--- src/rtl/adxl345_axis_reader.sv ---
// SPI mode-3 master that configures an ADXL345, then polls its data registers and publishes
// shifted, saturated 8-bit samples. Define ADXL_Y_AXIS_EN to also burst-read and publish Y.
module adxl345_axis_reader #(
   parameter int         CLK_DIV        = 25,
   parameter int         STARTUP_CYCLES = 100000,
   parameter int         POLL_CYCLES    = 50000,
   parameter int         CS_GAP         = 50,
   parameter logic [7:0] DATA_FORMAT    = 8'h00,
   parameter int         SHIFT          = 2
) (
   input  logic       i_clk,
   input  logic       i_rst_n,
   output logic       o_CS,
   output logic       o_SPC,
   output logic       o_SDI,
   input  logic       i_SDO,
   output logic [7:0] o_av_x,
   output logic [7:0] o_av_y,
   output logic       o_valid,
   output logic       o_ready
);
   localparam int DW = $clog2(CLK_DIV);
   localparam int SW = $clog2(STARTUP_CYCLES + 1);
   localparam int PW = $clog2(POLL_CYCLES + 1);
   localparam int GW = $clog2(CS_GAP + 1);
   localparam logic [DW-1:0] DIV_MAX   = DW'(CLK_DIV - 1);
   localparam logic [SW-1:0] START_MAX = SW'(STARTUP_CYCLES - 1);
   localparam logic [PW-1:0] POLL_MAX  = PW'(POLL_CYCLES - 1);
   localparam logic [GW-1:0] GAP_MAX   = GW'(CS_GAP - 1);
`ifdef ADXL_Y_AXIS_EN
   localparam int         RXW     = 32;
   localparam logic [5:0] RD_BITS = 6'd40;
`else
   localparam int         RXW     = 16;
   localparam logic [5:0] RD_BITS = 6'd24;
`endif

   typedef enum logic [2:0] {WAIT_START, CFG_FMT, CFG_PWR, POLL_WAIT, READ, UPDATE} state_t;
   typedef enum logic [1:0] {PH_FALL, PH_RISE, PH_END} phase_t;

   state_t           state_q;
   phase_t           ph_q;
   logic [SW-1:0]    start_q;
   logic [PW-1:0]    poll_q;
   logic [GW-1:0]    gap_q;
   logic [DW-1:0]    div_q;
   logic [5:0]       bits_q;
   logic [15:0]      tx_q;
   logic [RXW-1:0]   rx_q;
   logic             cs_q, spc_q, sdi_q, valid_q, ready_q;
   logic [7:0]       av_x_q;
`ifdef ADXL_Y_AXIS_EN
   logic [7:0]       av_y_q;
`endif

   logic end_evt, gap_ok, poll_ok;
   assign end_evt = !cs_q && (div_q == DIV_MAX) && (ph_q == PH_END);
   assign gap_ok  = cs_q && (gap_q == GAP_MAX);
   assign poll_ok = (poll_q == POLL_MAX);

   // Floor shift of the signed sample, then clamp into the signed byte range.
   function automatic logic [7:0] sat8(input logic [15:0] raw);
      logic signed [15:0] v;
      v = $signed(raw) >>> SHIFT;
      if (v > 16'sd127)       sat8 = 8'h7F;
      else if (v < -16'sd128) sat8 = 8'h80;
      else                    sat8 = v[7:0];
   endfunction

   always_ff @(posedge i_clk or negedge i_rst_n) begin
      if (!i_rst_n) begin
         state_q <= WAIT_START;
         ph_q    <= PH_FALL;
         start_q <= '0;
         poll_q  <= POLL_MAX;
         gap_q   <= GAP_MAX;
         div_q   <= '0;
         bits_q  <= '0;
         tx_q    <= '0;
         rx_q    <= '0;
         cs_q    <= 1'b1;
         spc_q   <= 1'b1;
         sdi_q   <= 1'b0;
         valid_q <= 1'b0;
         ready_q <= 1'b0;
         av_x_q  <= '0;
`ifdef ADXL_Y_AXIS_EN
         av_y_q  <= '0;
`endif
      end else begin
         valid_q <= 1'b0;
         if (cs_q && !gap_ok) gap_q <= gap_q + 1'b1;
         if (!poll_ok) poll_q <= poll_q + 1'b1;

         // Bit engine: every CLK_DIV cycles it takes the next step fall -> rise -> ... -> CS release.
         if (!cs_q) begin
            if (div_q == DIV_MAX) begin
               div_q <= '0;
               case (ph_q)
                  PH_FALL: begin
                     spc_q <= 1'b0;
                     sdi_q <= tx_q[15];
                     tx_q  <= {tx_q[14:0], 1'b0};
                     ph_q  <= PH_RISE;
                  end
                  PH_RISE: begin
                     spc_q  <= 1'b1;
                     rx_q   <= {rx_q[RXW-2:0], i_SDO};
                     bits_q <= bits_q - 1'b1;
                     ph_q   <= (bits_q == 6'd1) ? PH_END : PH_FALL;
                  end
                  default: begin
                     cs_q  <= 1'b1;
                     gap_q <= '0;
                  end
               endcase
            end else begin
               div_q <= div_q + 1'b1;
            end
         end

         case (state_q)
            WAIT_START: begin
               start_q <= start_q + 1'b1;
               if (start_q == START_MAX) begin
                  cs_q    <= 1'b0;
                  div_q   <= '0;
                  ph_q    <= PH_FALL;
                  tx_q    <= {8'h31, DATA_FORMAT};
                  bits_q  <= 6'd16;
                  state_q <= CFG_FMT;
               end
            end
            CFG_FMT: if (end_evt) state_q <= CFG_PWR;
            CFG_PWR: begin
               if (gap_ok) begin
                  cs_q   <= 1'b0;
                  div_q  <= '0;
                  ph_q   <= PH_FALL;
                  tx_q   <= 16'h2D08;
                  bits_q <= 6'd16;
               end
               if (end_evt) begin
                  ready_q <= 1'b1;
                  state_q <= POLL_WAIT;
               end
            end
            POLL_WAIT: begin
               if (gap_ok && poll_ok) begin
                  cs_q    <= 1'b0;
                  div_q   <= '0;
                  ph_q    <= PH_FALL;
                  tx_q    <= 16'hF200;
                  bits_q  <= RD_BITS;
                  poll_q  <= '0;
                  state_q <= READ;
               end
            end
            READ: if (end_evt) state_q <= UPDATE;
            UPDATE: begin
`ifdef ADXL_Y_AXIS_EN
               av_x_q <= sat8({rx_q[23:16], rx_q[31:24]});
               av_y_q <= sat8({rx_q[7:0], rx_q[15:8]});
`else
               av_x_q <= sat8({rx_q[7:0], rx_q[15:8]});
`endif
               valid_q <= 1'b1;
               state_q <= POLL_WAIT;
            end
            default: state_q <= WAIT_START;
         endcase
      end
   end

   assign o_CS    = cs_q;
   assign o_SPC   = spc_q;
   assign o_SDI   = sdi_q;
   assign o_av_x  = av_x_q;
`ifdef ADXL_Y_AXIS_EN
   assign o_av_y  = av_y_q;
`else
   assign o_av_y  = 8'h00;
`endif
   assign o_valid = valid_q;
   assign o_ready = ready_q;
endmodule

--- config.mk ---
export PLATFORM = sky130hd
export DESIGN_NAME = adxl345_axis_reader
export DESIGN_NICKNAME = d
export VERILOG_FILES = /design/src/rtl/adxl345_axis_reader.sv
export SDC_FILE = /design/constraint.sdc
export NUM_CORES = 1
export LEC_CHECK = 0
export ABC_CLOCK_PERIOD_IN_PS = 2300
export CAP_MARGIN = 5
export CORE_MARGIN = 2
export CORE_UTILIZATION = 55
export DETAILED_ROUTE_END_ITERATION = 10
export PLACE_DENSITY = 0.74
export RECOVER_POWER = 50
export SYNTH_ARGS = -nofsm -noshare
export SYNTH_HDL_FRONTEND = slang
export SYNTH_SLANG_ARGS = --single-unit
--- constraint.sdc ---
create_clock -name i_clk -period 2.3 [get_ports i_clk]
set_input_delay 0.23 -clock i_clk [delete_from_list [all_inputs] [get_ports i_clk]]
set_output_delay 0.23 -clock i_clk [all_outputs]
set_load 0.005 [all_outputs]
# Word level (Yosys, flattened, before mapping)
# Cells that the tools add are included.
dict set report totals {
  inputBits 3
  wordCells 108
  ram_bits 0
  n_memories 0
  romBits 0
  out_inout_bits 21
  reg_bits 100
  latchBits 0
}
dict set report op_classes {
  reduce_logical 16
  magnitude_cmp 2
  multipliers 0
  eq_ne 17
  shifts 0
  div_mod_pow 0
  add_sub_neg 5
  bitwise 1
  muxes 52
}
# cell n
set op_table {}
lappend op_table {{$mux 16} 9}
lappend op_table {{$mux 6} 10}
lappend op_table {{$pmux 16 s3} 1}
lappend op_table {{$mux 5} 5}
lappend op_table {{$pmux 3 s6} 1}
lappend op_table {{$pmux 6 s3} 1}
lappend op_table {{$add 17x1->17 const B} 1}
lappend op_table {{$eq 17x17->1 const B} 1}
lappend op_table {{$add 16x1->16 const B} 1}
lappend op_table {{$eq 16x16->1 const B} 1}
lappend op_table {{$mux 8} 2}
lappend op_table {{$mux 3} 5}
lappend op_table {{$pmux 5 s3} 1}
lappend op_table {{$gt 14x8->1 const B} 1}
lappend op_table {{$lt 14x8->1 const B} 1}
lappend op_table {{$mux 2} 6}
lappend op_table {{$ne 2x2->1 const B} 5}
lappend op_table {{$reduce_and 3->1} 3}
lappend op_table {{$mux 1} 7}
lappend op_table {{$add 6x1->6 const B} 1}
lappend op_table {{$eq 3x2->1 const B} 2}
lappend op_table {{$eq 3x3->1 const B} 2}
lappend op_table {{$eq 6x1->1 const B} 1}
lappend op_table {{$eq 6x6->1 const B} 1}
lappend op_table {{19 further kinds} 24}

# Logic depth before layout (Yosys ltp)
dict set report depth {
  depth_word 8
  ltp_mapped 10
  ltp_nobuf 7
}

# Worst setup path before layout
# Ideal clock, no wire load.
dict set report synth_timing {
  kind {reg-to-reg}
  startpoint {register gap_q[0]}
  endpoint {register div_q[2]}
  path_slack_ps 215
  t_arrival_ps 1957
  n_path_buf 1
  period_less_slack_ps 2085
  setup_time_ps 128
  stages_incl_launch_ff 7
  cell_sequence {dfstp_2 ha_1 nand2b_1 or4b_2 a221oi_2 buf_2 nor3_1}
}
dict set report synth_via {
  elab_chain_len 5
  elab_cells_between_ends 6
  classes_between {eq/ne (1); mux (3); reduce/logical (2)}
}
# item line_no
set synth_rtl {}
lappend synth_rtl {{start, declared} 45} ;# logic [GW-1:0] gap_q;
lappend synth_rtl {{start signal, assigned} 92} ;# if (cs_q && !gap_ok) gap_q <= gap_q + 1'b1;
lappend synth_rtl {{$eq 6x6->1 *} 58} ;# assign gap_ok = cs_q && (gap_q == GAP_MAX);
lappend synth_rtl {{$logic_and 1x1->1 *} 58}
lappend synth_rtl {{$logic_and 1x1->1} 149} ;# if (gap_ok && poll_ok) begin
lappend synth_rtl {{$mux 5} 149}
lappend synth_rtl {{$pmux 5 s3 *} 122} ;# case (state_q)
lappend synth_rtl {{end signal, assigned} 118} ;# div_q <= div_q + 1'b1;
lappend synth_rtl {{end, declared} 46} ;# logic [DW-1:0] div_q;
# Every way passes the cells marked *; elsewhere a longest branch is shown, timed or not.
# A chain may end at the register's enable or synchronous reset.

# Worst setup path after layout
dict set report layout_timing {
  startpoint {register poll_q[15]}
  endpoint {register tx_q[10]}
}
dict set report layout_via {
  elab_chain_len 4
}
# item line_no
set layout_rtl {}
lappend layout_rtl {{start, declared} 44} ;# logic [PW-1:0] poll_q;
lappend layout_rtl {{start signal, assigned} 93} ;# if (!poll_ok) poll_q <= poll_q + 1'b1;
lappend layout_rtl {{$eq 16x16->1} 59} ;# assign poll_ok = (poll_q == POLL_MAX);
lappend layout_rtl {{$logic_and 1x1->1} 149}
lappend layout_rtl {{$mux 16} 149}
lappend layout_rtl {{$pmux 16 s3} 122}
lappend layout_rtl {{end signal, assigned} 103} ;# tx_q <= {tx_q[14:0], 1'b0};
lappend layout_rtl {{end signal, assigned} 129} ;# tx_q <= {8'h31, DATA_FORMAT};
lappend layout_rtl {{end, declared} 48} ;# logic [15:0] tx_q;
# Every way passes these cells.

==> results.sh <==
export IMPL_viasPerCell=5.50
export IMPL_yosys_area_top_type_share=0.450
export IMPL_stdcell_area_um2=5310
export IMPL_power_w=0.00290
export IMPL_critPathCaptureType="flop"
export IMPL_cts_tree="yes"
export IMPL_synthFlopType="dfrtp_1"
export IMPL_ys_warn_count=0
export IMPL_synth_distinct_cells=53
export IMPL_worstHoldPathType="in -> reg"
export IMPL_die_h_um=97.2
export IMPL_setup_viol=0
export IMPL_die_x_um=97.2
export IMPL_crit_fanout=7
export IMPL_clock_sinks=100
export IMPL_r2r_setup_slack_ps=140
export IMPL_tightest_slew_ps=880
export IMPL_power_density_nw_per_um2=546
export IMPL_vias=3495
export IMPL_worstPathArrival_ps=2430
export IMPL_final_core_util=0.618
export IMPL_yosysSeqAreaShare=0.527
export IMPL_drcViolationCount=0
export IMPL_clk_path_buf_depth=2
export IMPL_layout_cells_most_common="nand2_1"
export IMPL_place_area_um2=5110
export IMPL_layout_common_cells="nand2_1 (109), dfrtp_1 (86), nor2_1 (47)"
export IMPL_cp_required_ps=2560
export IMPL_power_frac_clock=0.379
export IMPL_syn2layout_area_growth_pct=11.1
export IMPL_drt_first_pass_iters=4
export IMPL_grt_pass1_wl_mm=15.9
export IMPL_startpoint_type="flop"
export IMPL_layout_cells_non_filler=636
export IMPL_drive_gt1_frac=0.117
export IMPL_maxCapViolations=0
export IMPL_wl_per_cell_um=13.9
export IMPL_yosys_top_cells_area="dfrtp_1 (45%), nand2_1 (8.6%), dfstp_2 (7.7%)"
export IMPL_gp_congestion=0.886
export IMPL_cts_buffers=9
export IMPL_internal_power_w=0.00219
export IMPL_ir_drop_v=0.000333
export IMPL_power_switching_w=0.000709
export IMPL_fin_crit_sh=0.941
export IMPL_antennaDiodeCount=0
export IMPL_h_tree_depth=3
export IMPL_grt_max_degree=37
export IMPL_fin_skew_ps=12.7
export IMPL_leakagePower_nw=2.49
export IMPL_synth_edf_count=0
export IMPL_critical_path_class="reg -> reg"
export IMPL_clk_latency_ps=370
export IMPL_core_region_area_um2=8590
export IMPL_synth_area_um2=4780
export IMPL_drtAntennaViolNets=0
export IMPL_synthArstFlopShare=1.00
export IMPL_hpwl_mm=6.34
export IMPL_fin_nets=537
export IMPL_initial_core_util=0.556
export IMPL_outcome="complete, no violations"
export IMPL_antenna_found_initial=0
export IMPL_syn_area_per_cell_um2=9.70
export IMPL_rsz0062_at_grt="false"
export IMPL_clk_pin_slew_ps=110
export IMPL_synth_seq_cells=100
export IMPL_slew_headroom=0.413
export IMPL_drv_slew=0
export IMPL_synth_top_area_cell="dfrtp_1"
export IMPL_hold_violations=0
export IMPL_io_pins=24
export IMPL_die_area_um2=9460
export IMPL_grt_pass1_vias=3461
export IMPL_postSynthCellCount=493
export IMPL_placed_cells=618
export IMPL_grt_usage=0.204
export IMPL_ctsRootBufferMaster="clkbuf_8"
export IMPL_grt_ovfl_total=0
export IMPL_wl_mm=8.86
export IMPL_p_seq_frac=0.607
export IMPL_portBuffers=15
export IMPL_p_sw_frac=0.244
export IMPL_period_minus_slack_ps=2160
export IMPL_drt_iter0_drc=155
export IMPL_rows=34
export IMPL_fmax_mhz=462
export IMPL_setup_tns_ps=0
export IMPL_combPwrFrac=0.014
metrics by stage:
step / setup slack [ps] / hold slack, ps
after floorplan: 215 / -65.6
after global placement: 150 / 212
after detailed placement: 90.2 / 218
after CTS: 83.9 / 362
after global routing: 30.2 / 399
final: 136 / 394
Yosys cell counts (3+ instances only):
cell and n:
and3_1 9, o21ai_0 15, ha_1 11, xnor2_1 25
mux2_2 5, buf_4 9, nor3_1 9, nand2_1 109
clkbuf_1 10, and4b_1 3, nand4_1 16, inv_1 12
xor2_1 16, and2_1 5, dfrtp_1 86, a21oi_1 19
nand3_1 17, nor4b_1 4, nor2_1 47, and4_1 4
dfstp_2 14, buf_2 4
power groups by stage:
stage               clock network (W)   logic, W  registers (W)
global placement                    0  0.0000454        0.00179
detailed placement                  0  0.0000463        0.00179
CTS                           0.00113  0.0000476        0.00176
floorplan                           0  0.0000133        0.00179
finish                        0.00110  0.0000419        0.00176
global route                  0.00119  0.0000516        0.00176
routing by layer:
| metal | part of all wire | GRT usage |
|---|---|---|
| met1 | 0.48 | 0.283 |
| met2 | 0.48 | 0.326 |
| met3 | 0.027 | 0.0403 |
| met4 | 0.015 | 0.0673 |
| met5 | 0 | 0 |
final cells by class:
class                           count  area [um^2]
Inverter                           12         45.0
Tap cell                          108          135
Fill cell                         748         3280
Sequential cell                   100         2520
Multi-Input combinational cell    363         2110
Clock buffer                       10          128
Timing Repair Buffer               37          313
Clock inverter                      6         62.6
sequential cells by signal, summed over array words and instances, names as in the netlist:
name	flops
state_q	3
o_SPC	1
o_av_x	8
start_q	17
o_CS	1
tx_q	16
div_q	5
rx_q	16
bits_q	6
gap_q	6
o_SDI	1
o_valid	1
o_ready	1
poll_q	16
ph_q	2
final timing paths:
| path | startpoint | cells after the start | endpoint |
|---|---|---|---|
| worst max-delay path | poll_q[15] | 5 | tx_q[10] |
| worst min-delay path | i_SDO | 3 | rx_q[0] |
| worst max register to register | poll_q[15] | 5 | tx_q[10] |
| worst min register to register | o_SPC | 2 | o_SPC |
| max in group asynchronous | i_rst_n | 3 | rx_q[9] |
| min in group asynchronous | i_rst_n | 2 | div_q[1] |
kinds of logic (layout without fill, tap and decap cells):
family                   Yosys count  in the layout  synth area share
adder cells (fa/ha/maj)           11             11            0.0288
multiplexers                       7              7            0.0160
XOR/XNOR                          41             41            0.0751
other                              1              8          0.000784
AND/OR/NAND/NOR                  246            246             0.249
buffers and inverters             37             65            0.0387
flip-flops                       100            100             0.527
AO/OA/AOI/OAI                     50             50            0.0649
worst max-delay path: stages, from the launching register on:
cell and delay [ps]:
dfstp_2 570, or4b_1 450, nor4_2 320, and4_2 380, a211oi_2 110, a22o_1 220
what timing repair did:
action,CTS,global route
hold endpoints to repair,20,0
hold buffers,1,0
buffers inserted,0,1
setup endpoints to repair,0,18
resized for setup,0,2
(Power assumes the default switching activity.)
